[src/rtl/glyph_layer_sched.sv]
// Picks the highest-priority glyph layer covering (hcount, vcount), addresses the glyph ROM for it and delivers pixel/pix_en/bright.
// Latency: fixed 3 clk from inputs to pixel/pix_en/bright; rom_addr is registered 1 clk after inputs.
// Backpressure: none; the pipeline advances every clock and never stalls.
module glyph_layer_sched #(
  parameter int DATA_WIDTH  = 24,
  parameter int N_SPR       = 4,
  parameter int SPR_SEL_W   = 2,
  parameter int COORD_W     = 10,
  parameter int GLYPH_LOG2  = 4,
  parameter int GLYPH_IDX_W = 6
) (
  input  logic                                 clk,
  input  logic                                 rst_n,
  input  logic [COORD_W-1:0]                   hcount,
  input  logic [COORD_W-1:0]                   vcount,
  input  logic                                 bright_in,
  input  logic                                 frame_start,
  input  logic                                 cfg_we,
  input  logic [SPR_SEL_W-1:0]                 cfg_sel,
  input  logic [1:0]                           cfg_field,
  input  logic [COORD_W-1:0]                   cfg_data,
  output logic [GLYPH_IDX_W+2*GLYPH_LOG2-1:0]  rom_addr,
  input  logic [DATA_WIDTH-1:0]                rom_data,
  output logic [DATA_WIDTH-1:0]                pixel,
  output logic                                 pix_en,
  output logic                                 bright
);

  localparam int ADDR_W = GLYPH_IDX_W + 2 * GLYPH_LOG2;
  localparam logic [COORD_W-1:0] GLYPH_SZ = COORD_W'(1 << GLYPH_LOG2);

  // Shadow copy: written by the config port at any time
  logic [COORD_W-1:0]     sh_x_q   [N_SPR];
  logic [COORD_W-1:0]     sh_x_d   [N_SPR];
  logic [COORD_W-1:0]     sh_y_q   [N_SPR];
  logic [COORD_W-1:0]     sh_y_d   [N_SPR];
  logic [GLYPH_IDX_W-1:0] sh_idx_q [N_SPR];
  logic [GLYPH_IDX_W-1:0] sh_idx_d [N_SPR];
  logic [N_SPR-1:0]       sh_en_q;
  logic [N_SPR-1:0]       sh_en_d;

  // Active copy: what the hit test uses; only moves on frame_start
  logic [COORD_W-1:0]     act_x_q   [N_SPR];
  logic [COORD_W-1:0]     act_x_d   [N_SPR];
  logic [COORD_W-1:0]     act_y_q   [N_SPR];
  logic [COORD_W-1:0]     act_y_d   [N_SPR];
  logic [GLYPH_IDX_W-1:0] act_idx_q [N_SPR];
  logic [GLYPH_IDX_W-1:0] act_idx_d [N_SPR];
  logic [N_SPR-1:0]       act_en_q;
  logic [N_SPR-1:0]       act_en_d;

  // Hit test results
  logic [COORD_W-1:0]     dx_w [N_SPR];
  logic [COORD_W-1:0]     dy_w [N_SPR];
  logic [N_SPR-1:0]       hit_w;
  logic                   any_hit_w;
  logic [ADDR_W-1:0]      addr_w;

  // Pipeline registers
  logic [ADDR_W-1:0]      rom_addr_q, rom_addr_d;
  logic                   v1_q, v1_d;
  logic                   b1_q, b1_d;
  logic                   v2_q, v2_d;
  logic                   b2_q, b2_d;
  logic [DATA_WIDTH-1:0]  pixel_q, pixel_d;
  logic                   pix_en_q, pix_en_d;
  logic                   bright_q, bright_d;

  // Shadow update from the config port; out-of-range selects match no layer
  always_comb begin
    sh_x_d   = sh_x_q;
    sh_y_d   = sh_y_q;
    sh_idx_d = sh_idx_q;
    sh_en_d  = sh_en_q;
    for (int i = 0; i < N_SPR; i++) begin
      if (cfg_we && (cfg_sel == SPR_SEL_W'(i))) begin
        case (cfg_field)
          2'd0:    sh_x_d[i]   = cfg_data;
          2'd1:    sh_y_d[i]   = cfg_data;
          2'd2:    sh_idx_d[i] = cfg_data[GLYPH_IDX_W-1:0];
          default: sh_en_d[i]  = cfg_data[0];
        endcase
      end
    end
  end

  // Frame-boundary copy takes the post-write shadow so a coincident write lands
  always_comb begin
    act_x_d   = act_x_q;
    act_y_d   = act_y_q;
    act_idx_d = act_idx_q;
    act_en_d  = act_en_q;
    if (frame_start) begin
      act_x_d   = sh_x_d;
      act_y_d   = sh_y_d;
      act_idx_d = sh_idx_d;
      act_en_d  = sh_en_d;
    end
  end

  // Per-layer coverage; explicit >= compares stop modular wrap-around hits
  for (genvar g = 0; g < N_SPR; g++) begin : g_hit
    assign dx_w[g]  = hcount - act_x_q[g];
    assign dy_w[g]  = vcount - act_y_q[g];
    assign hit_w[g] = act_en_q[g] & (hcount >= act_x_q[g]) & (dx_w[g] < GLYPH_SZ)
                    & (vcount >= act_y_q[g]) & (dy_w[g] < GLYPH_SZ);
  end

  assign any_hit_w = |hit_w;

  // Priority select: scan from the lowest priority so layer 0 overwrites last
  always_comb begin
    addr_w = '0;
    for (int i = N_SPR - 1; i >= 0; i--) begin
      if (hit_w[i]) begin
        addr_w = {act_idx_q[i], dy_w[i][GLYPH_LOG2-1:0], dx_w[i][GLYPH_LOG2-1:0]};
      end
    end
  end

  // Three-stage datapath: address issue, ROM access, output capture
  always_comb begin
    rom_addr_d = addr_w;
    v1_d       = any_hit_w & bright_in;
    b1_d       = bright_in;
    v2_d       = v1_q;
    b2_d       = b1_q;
    pixel_d    = v2_q ? rom_data : '0;
    pix_en_d   = v2_q;
    bright_d   = b2_q;
  end

  // Configuration state registers
  always_ff @(posedge clk or negedge rst_n) begin
    if (!rst_n) begin
      sh_x_q    <= '{default: '0};
      sh_y_q    <= '{default: '0};
      sh_idx_q  <= '{default: '0};
      sh_en_q   <= '0;
      act_x_q   <= '{default: '0};
      act_y_q   <= '{default: '0};
      act_idx_q <= '{default: '0};
      act_en_q  <= '0;
    end else begin
      sh_x_q    <= sh_x_d;
      sh_y_q    <= sh_y_d;
      sh_idx_q  <= sh_idx_d;
      sh_en_q   <= sh_en_d;
      act_x_q   <= act_x_d;
      act_y_q   <= act_y_d;
      act_idx_q <= act_idx_d;
      act_en_q  <= act_en_d;
    end
  end

  // Pipeline registers; reset clears outputs immediately
  always_ff @(posedge clk or negedge rst_n) begin
    if (!rst_n) begin
      rom_addr_q <= '0;
      v1_q       <= 1'b0;
      b1_q       <= 1'b0;
      v2_q       <= 1'b0;
      b2_q       <= 1'b0;
      pixel_q    <= '0;
      pix_en_q   <= 1'b0;
      bright_q   <= 1'b0;
    end else begin
      rom_addr_q <= rom_addr_d;
      v1_q       <= v1_d;
      b1_q       <= b1_d;
      v2_q       <= v2_d;
      b2_q       <= b2_d;
      pixel_q    <= pixel_d;
      pix_en_q   <= pix_en_d;
      bright_q   <= bright_d;
    end
  end

  assign rom_addr = rom_addr_q;
  assign pixel    = pixel_q;
  assign pix_en   = pix_en_q;
  assign bright   = bright_q;

endmodule

[config.mk]
export PLATFORM = sky130hd
export DESIGN_NAME = glyph_layer_sched
export DESIGN_NICKNAME = d
export VERILOG_FILES = /design/src/rtl/glyph_layer_sched.sv
export SDC_FILE = /design/constraint.sdc
export NUM_CORES = 1
export LEC_CHECK = 0
export ABC_AREA = 1
export CORE_UTILIZATION = 56
export CTS_BUF_LIST = sky130_fd_sc_hd__clkbuf_8
export DETAILED_ROUTE_END_ITERATION = 10
export GPL_TIMING_DRIVEN = 0
export HOLD_SLACK_MARGIN = 0.02
export PLACE_DENSITY_LB_ADDON = 0.1
export SYNTH_ARGS = -nofsm -noshare
export SYNTH_HDL_FRONTEND = slang
export SYNTH_SLANG_ARGS = --single-unit
[constraint.sdc]
create_clock -name clk -period 2.3 [get_ports clk]
set_input_delay 0.345 -clock clk [delete_from_list [all_inputs] [get_ports clk]]
set_output_delay 0.345 -clock clk [all_outputs]
set_load 0.005 [all_outputs]
==> flow_metrics.tcl, run 1 <==
set metrics [dict create \
    status "finished with violations" \
    violations "setup timing" \
    cts_buffer_depth 3 \
    hold_start "bright_in" \
    holdWs_ns 0.293 \
    overflow 0 \
    synth-seq-area-share 0.448 \
    busiest_layer "met2" \
    finalCriticalPeriod_ns 2.90 \
    clk_pin_slew_ns 0.07 \
    cap_violations 0 \
    synthFlopType "dfrtp_1" \
    syn_inst 1844 \
    place.gp.congestion 0.956 \
    grt_pass1_wl_um 70000 \
    fmax_ghz 0.345 \
    hpwlAfterDp_um 34000 \
    peakVddDrop_v 0.000474 \
    grt_max_degree 103 \
    core_area_um2 25300 \
    grtUsageTotal 0.352 \
    drive_gt1_frac 0.151 \
    drt_pass1_iterations 5 \
    synth-seq-cells 260 \
    drc 0 \
    synthArstFlopShare 1.00 \
    setup_tns_ns -7.55 \
    rsz0062_at_grt "true" \
    finalHoldViolCount 0 \
    fp-row-count 58 \
    setup_violations 15 \
    ant_nets 0 \
    cp-end-kind "flop" \
    worstPathMaxFanout 5 \
    yosys_warnings 0 \
    hold_depth 1 \
    post-place-cells 2277 \
    cellLeakagePower_nw 9.02 \
    grt_pass1_vias 12600 \
    final_common_cell "nand2_1" \
    clk_latency_ns 0.57 \
    htreeDepth 2 \
    worstPathRequired_ns 2.72 \
    nNetsFinal 2194 \
    crit_start "act_y_q[30]" \
    clock_sinks 260 \
    worstSetupPathType "reg2reg" \
    cts_tree "built" \
    syn_avg_cell_area_um2 7.87 \
    routedWlPerCell_um 19.6 \
    fin_crit_sh 1.26 \
    numCtsBuffers 44 \
    worstPathArrival_ns 3.32 \
    hold_path_class "in2reg" \
    die_h_um 163 \
    met1_usage 0.499 \
    ys_types 41 \
    mostFrequentLayoutCells "438 x nand2_1, 309 x o21ai_0, 262 x inv_1, 254 x dfrtp_1, 96 x clkdlybuf4s50_1" \
    syn-cell-area_um2 14500 \
    synth_edf_count 0 \
    clockRootBuffer "clkbuf_8" \
    p_per_area_nw_per_um2 819 \
    io_buffers 101 \
    grtUsageMet2 0.533 \
    reg2regPathDepth 17 \
    initial_core_util 0.573 \
    crit_path_start_kind "flop" \
    slew_headroom 0.422 \
    drtIter0Drc 1407 \
    mappedNetlistNets 1995 \
    die_w_um 163 \
    vias_per_cell 5.61 \
    antenna_found_initial 0 \
    dp_slack_ns -1.52 \
    tightest_slew_ns 0.867 \
    num_antenna_cells 0 \
    vias 13500 \
    setup_slack_ns -0.595 \
    ios 103 \
    final-instance-count-excl-fill 2401 \
    area_growth_pct 24.8 \
    grt_util_met3 0.0670 \
    routed_wirelength_um 47000 \
    die_area_um2 26600 \
    fin_skew_ns 0.0386 \
    slew_viol_final 0 \
    reg2reg_from "act_y_q[30]" \
]
[through the flow]
stage / total power [mW] / util / cell area, um^2
2_1_floorplan: 8.56 / - / 14600
3_3_place_gp: 9.85 / 0.633 / 16000
3_5_place_dp: 9.97 / 0.635 / 16100
4_1_cts: 14.4 / 0.693 / 17600
5_1_grt: 15.6 / 0.715 / 18100
6_report: 14.8 / 0.715 / 18100
[metal layers]
layer | vias to the layer above | part of all wire
li1 | 6354 | -
met1 | 6363 | 0.43
met2 | 646 | 0.44
met3 | 111 | 0.086
met4 | 0 | 0.042
met5 | - | 0
[kinds of logic after synthesis]
kind of cell | count (synthesis) | share of synthesized area
mux | 23 | 0.0179
fa+ha+maj | 88 | 0.0800
xor+xnor | 23 | 0.0139
compound gates | 383 | 0.136
buf+inv | 328 | 0.0875
flops | 260 | 0.448
simple gates | 739 | 0.216
[area by class of cell]
class | count | area, um^2
Multi-Input combinational cell | 1256 | 7350
Fill cell | 2054 | 7230
Sequential cell | 260 | 6510
Timing Repair Buffer | 153 | 1570
Inverter | 264 | 1000
Clock buffer | 52 | 716
Tap cell | 330 | 413
Buffer | 64 | 352
Clock inverter | 22 | 184
[registers in the layout, indices dropped and copies added, names as in the netlist, 14 cells and up]
register,count
rom_addr,14
sh_y_q,40
pixel,24
act_x_q,40
act_idx_q,24
sh_idx_q,24
act_y_q,40
sh_x_q,40
[power by group]
| part | switching, mW | internal [mW] |
|---|---|---|
| Clock | 1.91 | 2.39 |
| Sequential | 0.300 | 5.34 |
| Combinational | 3.17 | 1.72 |
[cells in the mapped netlist, types with 2 or more instances]
cell	n	area [um^2]
a31oi_1	3	18.8
fa_1	8	160
or2_0	4	25.0
a21boi_0	2	15.0
o21a_1	2	15.0
ha_1	80	1000
a21o_1	2	15.0
nand3_2	3	30.0
o21bai_1	6	45.0
nand2b_1	4	25.0
nand3_1	86	430
xnor2_1	15	131
nor2_1	104	390
clkbuf_1	49	184
o21ai_2	6	52.6
a21oi_1	44	220
buf_4	2	15.0
nand4_1	40	250
nand2_1	470	1760
mux2_2	23	259
buf_2	3	15.0
or2_1	2	12.5
nand4_2	2	25.0
nand2_2	7	43.8
nor2_2	6	37.5
xor2_1	8	70.1
nand3b_1	8	60.1
inv_1	262	983
buf_1	8	30.0
o21ai_0	315	1580
dfrtp_1	260	6510
[critical path, cell delays in order (launching register included)]
cell and delay (ns):
dfrtp_2 0.45, ha_4 0.18, fa_2 0.37, inv_2 0.08
nand3_2 0.09, nand3_2 0.11, nand3_2 0.08, nor2_2 0.14
nand3_2 0.11, nor2_2 0.13, nand4_1 0.09, nor2_1 0.11
nand4_1 0.10, buf_6 0.16, buf_8 0.14, or2_1 0.23
nand2_1 0.11, inv_1 0.05
[path summary, 6_finish.rpt]
check | slack (ns) | endpoint
min in group asynchronous | 0.31 | pixel[10]
max in group asynchronous | 1.08 | act_y_q[31]
worst min-delay path | 0.29 | b1_q
worst max-delay path | -0.60 | rom_addr[6]
worst max register to register | -0.60 | rom_addr[6]
worst min register to register | 0.35 | pix_en_d
[timing repair]
item                                    in CTS  in global routing
pin swaps                                   24                 62
gates resized for setup                     76                107
buffers inserted                            25                 19
endpoints found under the hold margin       64                  0
endpoints found under the setup margin      15                 15
hold buffers                                 1                  0
gates cloned                                 3                  3
Power figures use the tool's default switching activity.
==> run 2: changes to the inputs <==
- CORE_ASPECT_RATIO: not set -> 0.75
==> flow_metrics.tcl, run 2 (synthesis results as in run 1) <==
set metrics [dict create \
    status "finished with violations" \
    violations "setup timing" \
    rsz0062_at_grt "true" \
    drt_pass1_iterations 5 \
    die_h_um 141 \
    grt_pass1_wl_um 71100 \
    total_power_mw 14.5 \
    clock_sinks 260 \
    slew_headroom 0.415 \
    setup_slack_ns -0.544 \
    place.gp.congestion 0.954 \
    numCtsBuffers 41 \
    p_per_area_nw_per_um2 809 \
    drc 0 \
    post-place-cells 2285 \
    final_common_cell "nand2_1" \
    cts_buffer_depth 3 \
    cellLeakagePower_nw 8.89 \
    hpwlAfterDp_um 34400 \
    slew_viol_final 0 \
    hold_path_class "in2async" \
    worstPathRequired_ns 2.79 \
    grt_pass1_vias 12600 \
    worstPathMaxFanout 5 \
    clk_latency_ns 0.55 \
    cap_violations 0 \
    die_area_um2 26600 \
    grt_max_degree 115 \
    vias 13700 \
    fp-row-count 50 \
    fin_crit_sh 1.24 \
    grtUsageTotal 0.353 \
    ios 103 \
    clockRootBuffer "clkbuf_8" \
    drive_gt1_frac 0.140 \
    setup_tns_ns -7.69 \
    nNetsFinal 2185 \
    num_antenna_cells 0 \
    ant_nets 0 \
    htreeDepth 2 \
    io_buffers 101 \
    cp-end-kind "flop" \
    routed_wirelength_um 46900 \
    overflow 0 \
    die_w_um 188 \
    peakVddDrop_v 0.000561 \
    antenna_found_initial 0 \
    mostFrequentLayoutCells "445 x nand2_1, 308 x o21ai_0, 264 x inv_1, 253 x dfrtp_1, 96 x clkdlybuf4s50_1" \
    finalHoldViolCount 0 \
    fin_util 0.710 \
    holdWs_ns 0.279 \
    finalCriticalPeriod_ns 2.84 \
    initial_core_util 0.575 \
    cts_tree "built" \
    setup_violations 15 \
    core_area_um2 25200 \
    drtIter0Drc 1510 \
    tightest_slew_ns 0.878 \
    fin_skew_ns 0.0252 \
    worstSetupPathType "reg2reg" \
    final-instance-count-excl-fill 2405 \
    fmax_ghz 0.352 \
    vias_per_cell 5.68 \
    clk_pin_slew_ns 0.06 \
    crit_path_start_kind "flop" \
    worstPathArrival_ns 3.33 \
    routedWlPerCell_um 19.5 \
    area_growth_pct 23.3 \
]
run 2: changes by cell type in the layout (fill, tap and decap cells not counted), moves of 3 or more:
cell       previous run  this run
nand2_1             438       445
nand2_2              32        27
clkinv_2              2         9
nand3_2              31        18
nand3_1              56        69
buf_4                36        32
inv_2                13        10
nor2_1               81        84
clkbuf_16             5         2
run 2: where the power goes:
group	leakage, nW	total, mW	switching, mW	internal (mW)
Sequential	3.36	5.65	0.308	5.34
Clock	0.486	3.93	1.81	2.13
Combinational	5.04	4.89	3.20	1.69
Total	8.89	14.5	5.31	9.16
run 2: critical path, cell delays in order, from the launching register on:
cell and delay, ns:
dfrtp_1 0.43, ha_2 0.24, inv_4 0.04, fa_2 0.35
nand2_2 0.10, nand3_4 0.08, nand2_1 0.07, nand2_1 0.06
nand2_2 0.12, nand2_2 0.06, nor2_1 0.09, nand2_1 0.09
nor2_4 0.13, nand4_4 0.21, buf_12 0.23, buf_6 0.12
o21ai_2 0.10, nand3_1 0.09, nand3_2 0.08, nand2_2 0.05
inv_1 0.04
run 2: path summary, 6_finish.rpt:
check | slack (ns) | end | cells past startpoint | from
hold / removal | 0.28 | sh_idx_q[2] | 2 | rst_n
hold reg to reg | 0.35 | bright | 0 | b2_q
setup / recovery | -0.54 | rom_addr[5] | 20 | act_y_q[0]
min in group clk | 0.33 | pixel[16] | 3 | rom_data[16]
max in group asynchronous | 1.14 | act_x_q[20] | 3 | rst_n
setup reg to reg | -0.54 | rom_addr[5] | 20 | act_y_q[0]
run 2: stage by stage:
stage	worst slack, ns	cell area [um^2]
finish	-0.544	17900
global route	-0.697	17900
CTS	-0.578	17400
detailed placement	-1.46	16100
global placement	-9.95	16000
floorplan	-0.0519	14600
run 2: timing repair:
action	CTS	global route
endpoints found under the hold margin	39	0
setup buffers	23	19
cloned	3	2
hold buffers	1	0
pin swaps	24	66
gates resized for setup	69	92
endpoints found under the setup margin	15	15
run 2: per-layer routing:
metal,routed length [um],vias to the layer above,share of wire,global-route usage
met2,18900,705,0.40,0.499
li1,-,6351,-,-
met1,20900,6498,0.45,0.535
met3,5710,96,0.12,0.0816
met5,0,-,0,0
met4,1390,0,0.030,0.109
run 2: layout make-up:
| type | instances | area [um^2] |
|---|---|---|
| Timing Repair Buffer | 148 | 1520 |
| Sequential cell | 260 | 6520 |
| Inverter | 264 | 1000 |
| Clock inverter | 25 | 139 |
| Clock buffer | 51 | 702 |
| Multi-Input combinational cell | 1256 | 7280 |
| Tap cell | 338 | 423 |
| Fill cell | 2048 | 7320 |
| Buffer | 63 | 313 |
